## src/rtl/issueque_int.sv

```systemverilog
// issueque_int: four-entry (DEPTH) integer issue queue.
// Holds dispatched integer ops in age order (entry 0 oldest, compacting array).
// Snoops the CDB to capture missing operands, and presents the oldest entry
// whose operands are both ready to the issue unit. A grant removes that entry
// and shifts the younger entries down.
//
// Ports
//   clk, reset          clock, synchronous active-high reset
//   flush               invalidate every entry on the next edge
//   dispatch_*          new instruction (opcode, rs/rt data+valid+tag, rdtag)
//   issueque_full       queue holds DEPTH entries; dispatch refused
//   cdb_valid/tagout/out  CDB broadcast used for operand wakeup
//   issueint_*          selected ready entry (all zero when none ready)
//   issue_int           grant from the issue unit for the presented entry
module issueque_int #(
    parameter int DEPTH = 4,
    parameter int TAGW  = 6,
    parameter int DATAW = 32,
    parameter int OPW   = 4
) (
    input  logic             clk,
    input  logic             reset,
    input  logic             flush,
    input  logic             dispatch_en,
    input  logic [OPW-1:0]   dispatch_opcode,
    input  logic [DATAW-1:0] dispatch_rsdata,
    input  logic [DATAW-1:0] dispatch_rtdata,
    input  logic             dispatch_rsvalid,
    input  logic             dispatch_rtvalid,
    input  logic [TAGW-1:0]  dispatch_rstag,
    input  logic [TAGW-1:0]  dispatch_rttag,
    input  logic [TAGW-1:0]  dispatch_rdtag,
    output logic             issueque_full,
    input  logic             cdb_valid,
    input  logic [TAGW-1:0]  cdb_tagout,
    input  logic [DATAW-1:0] cdb_out,
    output logic             issueint_ready,
    output logic [OPW-1:0]   issueint_opcode,
    output logic [DATAW-1:0] issueint_rsdata,
    output logic [DATAW-1:0] issueint_rtdata,
    output logic [TAGW-1:0]  issueint_rdtag,
    input  logic             issue_int
);

    localparam int CW = $clog2(DEPTH + 1);
    localparam int SW = $clog2(DEPTH);

    typedef struct packed {
        logic             v;
        logic [OPW-1:0]   op;
        logic [DATAW-1:0] rsd;
        logic [DATAW-1:0] rtd;
        logic             rsv;
        logic             rtv;
        logic [TAGW-1:0]  rst;
        logic [TAGW-1:0]  rtt;
        logic [TAGW-1:0]  rd;
    } ent_t;

    ent_t [DEPTH-1:0] r_q;
    logic [CW-1:0]    r_count;

    ent_t [DEPTH:0]   w_ext;      // r_q plus an always-empty slot on top for the shift
    ent_t [DEPTH-1:0] w_nq;
    ent_t             w_new;
    logic [CW-1:0]    w_count_nxt;
    logic [CW-1:0]    w_widx;
    logic [SW-1:0]    w_sel;
    logic             w_any;
    logic             w_grant;
    logic             w_disp;

    // Oldest ready entry; driven from registered state only.
    always_comb begin
        w_any = 1'b0;
        w_sel = '0;
        for (int i = DEPTH - 1; i >= 0; i--) begin
            if (r_q[i].v && r_q[i].rsv && r_q[i].rtv) begin
                w_any = 1'b1;
                w_sel = SW'(i);
            end
        end
    end

    assign issueque_full   = (r_count == CW'(DEPTH));
    assign issueint_ready  = w_any;
    assign issueint_opcode = w_any ? r_q[w_sel].op  : '0;
    assign issueint_rsdata = w_any ? r_q[w_sel].rsd : '0;
    assign issueint_rtdata = w_any ? r_q[w_sel].rtd : '0;
    assign issueint_rdtag  = w_any ? r_q[w_sel].rd  : '0;

    assign w_grant = issue_int & w_any;
    // A full queue refuses dispatch even if a grant frees a slot this edge.
    assign w_disp  = dispatch_en & ~issueque_full;
    // A grant with a dispatch can only happen with count >= 1, so no underflow.
    assign w_widx  = r_count - CW'(w_grant);

    always_comb begin
        w_new = '{v:   1'b1,
                  op:  dispatch_opcode,
                  rsd: dispatch_rsdata,
                  rtd: dispatch_rtdata,
                  rsv: dispatch_rsvalid,
                  rtv: dispatch_rtvalid,
                  rst: dispatch_rstag,
                  rtt: dispatch_rttag,
                  rd:  dispatch_rdtag};
    end

    always_comb begin
        w_ext[DEPTH]       = '0;
        w_ext[DEPTH-1:0]   = r_q;
    end

    // Shift out the granted entry, drop in the dispatch, then snoop the CDB on
    // the post-shift image. Snooping the freshly written slot as well gives the
    // dispatch bypass for free.
    always_comb begin
        w_nq = '0;
        for (int i = 0; i < DEPTH; i++) begin
            if (w_grant && i >= int'(w_sel))
                w_nq[i] = w_ext[i+1];
            else
                w_nq[i] = w_ext[i];
            if (w_disp && CW'(i) == w_widx)
                w_nq[i] = w_new;
            if (cdb_valid && w_nq[i].v) begin
                if (!w_nq[i].rsv && w_nq[i].rst == cdb_tagout) begin
                    w_nq[i].rsd = cdb_out;
                    w_nq[i].rsv = 1'b1;
                end
                if (!w_nq[i].rtv && w_nq[i].rtt == cdb_tagout) begin
                    w_nq[i].rtd = cdb_out;
                    w_nq[i].rtv = 1'b1;
                end
            end
        end
    end

    always_comb begin
        case ({w_disp, w_grant})
            2'b10:   w_count_nxt = r_count + CW'(1);
            2'b01:   w_count_nxt = r_count - CW'(1);
            default: w_count_nxt = r_count;
        endcase
    end

    // Data fields are cleared too so the presented outputs read zero when idle.
    always_ff @(posedge clk) begin
        if (reset || flush) begin
            r_q     <= '0;
            r_count <= '0;
        end else begin
            r_q     <= w_nq;
            r_count <= w_count_nxt;
        end
    end

endmodule

```

## config.mk

```make
export PLATFORM = sky130hd
export DESIGN_NAME = issueque_int
export DESIGN_NICKNAME = d
export VERILOG_FILES = /design/src/rtl/issueque_int.sv
export SDC_FILE = /design/constraint.sdc
export NUM_CORES = 1
export LEC_CHECK = 0
export BUFFER_PORTS_ARGS = -buffer_cell sky130_fd_sc_hd__clkbuf_2
export CAP_MARGIN = 5
export CORE_MARGIN = 10
export CORE_UTILIZATION = 30
export CTS_BUF_LIST = sky130_fd_sc_hd__clkbuf_4 sky130_fd_sc_hd__clkbuf_8
export CTS_CLUSTER_DIAMETER = 80
export DETAILED_ROUTE_END_ITERATION = 7
export PLACE_DENSITY = 0.47
export SYNTH_ARGS = -nofsm -noshare
export SYNTH_HDL_FRONTEND = slang
export SYNTH_SLANG_ARGS = --single-unit
```

## constraint.sdc

```tcl
create_clock -name clk -period 7.7 [get_ports clk]
set_input_delay 0.77 -clock clk [delete_from_list [all_inputs] [get_ports clk]]
set_output_delay 0.77 -clock clk [all_outputs]
set_load 0.02 [all_outputs]
```

Yosys cells after proc, flatten, opt, wreduce, memory -nomap -nowiden
Cells that the tools add are included.
{"block": "totals", "out_inout_bits": 76, "elab_cells": 146, "register_bits": 359}
{"block": "classes", "muxes": 43, "n_bitwise": 3, "n_addsub": 3, "eq_ne": 14, "reduce_logical": 42, "magnitude_cmp": 4}
{"op": "$mux 89", "n": 8}
{"op": "$mux 32", "n": 10}
{"op": "$mux 66", "n": 4}
{"op": "$bmux 89 s2", "n": 1}
{"op": "$mux 88", "n": 1}
{"op": "$eq 6x6->1", "n": 8}
{"op": "$logic_and 1x1->1", "n": 27}
{"op": "$mux 1", "n": 12}
{"op": "$reduce_bool 2->1", "n": 5}
{"op": "$logic_not 1->1", "n": 8}
{"op": "$mux 2", "n": 4}
{"op": "$eq 2x3->1 const A", "n": 2}
{"op": "$mux 6", "n": 1}
{"op": "$pmux 3 s2", "n": 1}
{"op": "$ge 1x2->1 const A", "n": 2}
{"op": "$mux 4", "n": 1}
{"op": "$add 3x1->3 const B", "n": 1}
{"op": "$eq 1x3->1 const A", "n": 1}
{"op": "$eq 3x3->1 const B", "n": 1}
{"op": "$logic_not 3->1", "n": 1}
{"op": "$lt 2x3->1 const B", "n": 1}
{"op": "$sub 3x1->3", "n": 1}
{"op": "$sub 3x1->3 const B", "n": 1}
{"op": "$and 1x1->1", "n": 2}
{"op": "other kinds (5)", "n": 5}

Logic depth before layout (Yosys ltp)
{"block": "depth", "word_depth": 15, "depth_mapped": 19}

Worst setup path after synthesis
Ideal clock, no wire load.
{"block": "synth_timing", "path_kind": "register to register", "from": "register r_q[18] (netlist bit)", "to": "register r_q[319] (netlist bit)", "arrival_ps": 4196, "period_less_slack_ps": 4283, "path_buffers": 3, "stages_incl_launch_ff": 16, "setup_slack_ps": 3417, "required_ps": 7613, "path_cell_list": "dfxtp_1 > and3_1 > o41ai_2 > buf_2 > inv_1 > ha_1 > ha_1 > or3b_2 > clkbuf_1 > a2111oi_0 > a41o_1 > o22ai_1 > nor4_2 > clkbuf_1 > nand3_1 > o31ai_1"}
{"block": "synth_via", "elab_chain_len": 11, "word_cells_on_any_way": 14}
{"element": "from (decl)", "line_no": "60", "source": "ent_t [DEPTH-1:0] r_q;"}
{"element": "from (signal assigned)", "line_no": "154", "source": "r_q <= w_nq;"}
{"element": "$logic_and 1x1->1 *", "line_no": "78", "source": "if (r_q[i].v && r_q[i].rsv && r_q[i].rtv) begin"}
{"element": "$mux 1 *", "line_no": "78"}
{"element": "$and 1x1->1 *", "line_no": "92", "source": "assign w_grant = issue_int & w_any;"}
{"element": "$sub 3x1->3", "line_no": "96", "source": "assign w_widx = r_count - CW'(w_grant);"}
{"element": "$eq 2x3->1", "line_no": "125", "source": "if (w_disp && CW'(i) == w_widx)"}
{"element": "$logic_and 1x1->1", "line_no": "125"}
{"element": "$mux 89 *", "line_no": "125"}
{"element": "$eq 6x6->1 / $logic_not 1->1 (equally long branches)", "line_no": "128", "source": "if (!w_nq[i].rsv && w_nq[i].rst == cdb_tagout) begin"}
{"element": "$logic_and 1x1->1", "line_no": "128"}
{"element": "$mux 32", "line_no": "128"}
{"element": "$mux 66 *", "line_no": "127", "source": "if (cdb_valid && w_nq[i].v) begin"}
Mark *: on every way between the ends. The rest lies on a longest branch, timed or not. The select of a mux whose other input is x is not followed.
A chain may end at the register's enable or synchronous reset.

Final worst setup path
{"block": "layout_timing", "from": "register r_q[18] (netlist bit)", "to": "register r_q[242] (netlist bit)"}
{"block": "layout_via", "elab_chain_len": 11, "word_cells_on_any_way": 17}
{"element": "$logic_and 1x1->1 *", "line_no": "78"}
{"element": "$mux 1", "line_no": "78"}
{"element": "$and 1x1->1", "line_no": "92"}
{"element": "$sub 3x1->3", "line_no": "96"}
{"element": "$eq 2x3->1", "line_no": "125"}
{"element": "$logic_and 1x1->1", "line_no": "125"}
{"element": "$mux 89 *", "line_no": "125"}
{"element": "$eq 6x6->1 / $logic_not 1->1 (equally long branches)", "line_no": "128"}
{"element": "$logic_and 1x1->1", "line_no": "128"}
{"element": "$mux 32", "line_no": "128"}
{"element": "$mux 66 *", "line_no": "127"}
Marked as above.

==> metrics.md <==
| Metric | Value |
|---|---|
| Internal power | 0.00319 W |
| Chip height | 287 microns |
| Mapped Cells | 2542 |
| Post-Layout Cell Count | 3598 |
| ANT nets after route | 0 |
| Fmax | 174 MHz |
| Cts hold-fix bufs | 0 |
| Share of layout cells above drive strength 1 | 17.9% |
| PD cells | 177 nW/um^2 |
| Status | finished, final reports clean |
| Die footprint | 82700 sq um |
| Hold WC Path Type | input port to register |
| Most frequent cells after synthesis | nand2_1, dfxtp_1, nand3_1 |
| Vias in the first global route | 20700 |
| First-pass GRT wire length | 134000 microns |
| Fin crit period | 5750 ps |
| Root Buffer Master | clkbuf_8 |
| Final count of hold timing violations | 0 |
| CTS Sinks | 359 |
| Critical path fanouts, max | 24 |
| Setup bufs post-CTS | 0 |
| RSZ-0062 raised after global routing | no |
| Req. time, crit path | 8260 ps |
| Comb pwr share | 8.2% |
| Clk network pwr share | 47.9% |
| Drt first pass iters | 5 |
| Synth Register Bits | 359 |
| Hold Worst Slack | 339 ps |
| Drt via density | 5.85 |
| Num ports | 208 |
| DRC violations left | 0 |
| Period utilization | 74.7% |
| Fillers | 7382 |
| TritonCTS clock tree | yes |
| Die width | 287 microns |
| Post-CTS resize count | 0 |
| Relative slew slack | 23.4% |
| Most common flop cell mapped by yosys | dfxtp_1 |
| Syn. warnings | 0 |
| Max VDD drop | 0.105 mV |
| Synth top area share | 33.5% |
| Worst-margin pin slew | 1150 ps |
| # rows | 98 |
| CTS max path bufs | 3 |
| Clock transition at the registers of the reported paths | 60 ps |
| Initial antenna violation count | 11 |
| Lkg Pwr | 10.2 nW |
| Syn nets | 2678 |
| Top Usage Layer GRT | met2 |
| Critical path cell sequence | and3_1 > o41ai_4 > buf_4 > inv_1 > ha_1 > ha_1 > nand3b_1 > a21oi_1 > nand2_1 > a311oi_1 > and4_1 > and3_2 > buf_4 > mux2i_1 |
| Synth cell types | 63 |
| Clock skew | 32.0 ps |
| Core area | 71200 sq um |
| CTS Buf Count | 70 |
| Sw Pwr | 0.00116 W |
| Area leader, netlist | dfxtp_1 |
| Met2 Resource Use GR | 33.5% |
| Most common cell in the netlist | nand2_1 |
| Critical path type | register to register |
| Met3 usage | 4.57% |
| Asr flop ratio synth | 0% |
| Overall routing resource usage | 20.9% |
| Synthesis-to-finish area growth | 14.3% |
| Average wire per standard cell | 24.8 microns |
| Startpoint types | register |
| DP Cell Count | 3473 |
| Setup TNS | 0 ps |
| CP Capture Type | register |
| Synth top area cells | dfxtp_1, mux2i_1, nand2_1, mux4_2, nand3_1 |
| Worst stage delay on the critical path | 940 ps |
| Largest net degree at the start of global routing | 184 |
| CP Data Arrival Time | 6300 ps |
| Sequential share of the synthesized area | 33.5% |
| Nets | 2731 |
| Slew Viols, Final | 0 |
| Switching power share of the total | 26.6% |
| Skew-Pair Late Insertion Delay | 660 ps |
| Post-synth EDFFs | 0 |
| WL final | 89400 microns |
| Reg power frac | 43.9% |
| Slowest-stage cell, CP | a21oi_1 |
| Initial DRC Count | 2121 |
| Syn avg cell area | 8.44 sq um |
| Total congestion overflow | 0 |
| Total of max-cap violations | 0 |
| M1 GR Usage | 27.6% |
| Vias | 21000 |
| Synth Cell Area | 21500 sq um |
| Final setup fails | 0 |
| DPL Wire Length | 54200 microns |
| Port bufs | 207 |
| H-tree depth | 3 |
| Starting density of the core | 30.1% |
| GPL Wtd Cong | 0.868 |
per-layer routing:
layer  up-vias  wire length (microns)
li1       9489                      -
met2       962                  41700
met5         -                    113
met3       160                   7050
met1     10400                  38600
met4        16                   2020
placed cells by master (no fill, tap or decap), types with 4 or more instances in the layout:
cell	Yosys	final
o21a_1	4	4
nand2_1	458	456
a22o_1	35	35
or4_1	7	4
a31oi_1	13	13
and3_1	10	9
mux2i_1	261	261
a21oi_1	36	35
clkinv_2	0	4
nor4_1	4	4
nand3_1	305	304
o21ai_0	12	12
a22oi_1	44	44
nor2_1	86	83
clkbuf_4	0	24
o31ai_1	39	39
nand4_1	15	15
o211a_1	5	5
a311oi_1	35	35
clkinvlp_4	0	5
xor2_1	5	5
dfxtp_1	359	359
a2111oi_0	6	6
clkbuf_2	0	207
and4_1	6	5
xnor2_1	19	19
o22ai_1	5	5
mux4_2	74	74
clkbuf_8	0	89
nor3_1	12	10
a41o_1	8	8
and2_1	94	94
inv_1	23	22
a211oi_1	48	48
o211ai_1	198	198
buf_4	0	38
registers in the layout (all words and copies together) (netlist names):
register and flops:
r_count 3, r_q 356
power groups by stage:
stage / logic (W) / clock network, W / registers (W)
2_1_floorplan: 0.000208 / 0 / 0.00194
3_3_place_gp: 0.000347 / 0 / 0.00195
3_5_place_dp: 0.000353 / 0 / 0.00195
4_1_cts: 0.000355 / 0.00213 / 0.00191
5_1_grt: 0.000389 / 0.00221 / 0.00191
6_report: 0.000357 / 0.00209 / 0.00191
worst max-delay path, delay by kind of cell (launching register included):
family / cells / cell delay (ps)
buffers and inverters: 3 / 990
AND/OR/NAND/NOR: 5 / 1900
multiplexers: 1 / 230
AO/OA/AOI/OAI: 3 / 1600
adder cells (fa/ha/maj): 2 / 560
flip-flops: 1 / 340
area by class of cell:
type | instances | area [sq um] | share of cell area [%]
timing repair buffer | 247 | 1360 | 5.55
antenna | 2 | 5.00 | 0.0204
sequential | 359 | 7190 | 29.3
clock inverter | 10 | 87.6 | 0.357
tap | 950 | 1190 | 4.84
clock buffer | 113 | 1410 | 5.72
inverter | 23 | 86.3 | 0.352
multi-input combinational | 1894 | 13200 | 53.9
cell families after synthesis:
| group | after synthesis | share of synthesized area, % |
|---|---|---|
| multiplexers | 339 | 20.2 |
| XOR/XNOR | 24 | 0.979 |
| buffers and inverters | 289 | 5.47 |
| AO/OA/AOI/OAI | 515 | 18.1 |
| AND/OR/NAND/NOR | 1012 | 21.5 |
| adder cells (fa/ha/maj) | 4 | 0.268 |
| flip-flops | 359 | 33.5 |
per-stage QoR:
| stage | cell area [sq um] | power (W) | util [%] | setup WS, ps |
|---|---|---|---|---|
| after floorplan | 21500 | 0.00215 | - | 3420 |
| after global placement | 23000 | 0.00229 | 32.3 | 2040 |
| after detailed placement | 23000 | 0.00230 | 32.3 | 2000 |
| after CTS | 24500 | 0.00439 | 34.4 | 1990 |
| after global routing | 24500 | 0.00451 | 34.4 | 1550 |
| final | 24500 | 0.00435 | 34.5 | 1950 |
path summary, 6_finish.rpt:
path	start	endpoint	depth (start not counted)	slack, ps
worst max-delay path	r_q[18]	r_q[242]	14	1950
worst max register to register	r_q[18]	r_q[242]	14	1950
worst min-delay path	cdb_out[21]	r_q[340]	3	340
worst min register to register	r_q[84]	r_q[84]	2	480
(Power assumes the default switching activity.)
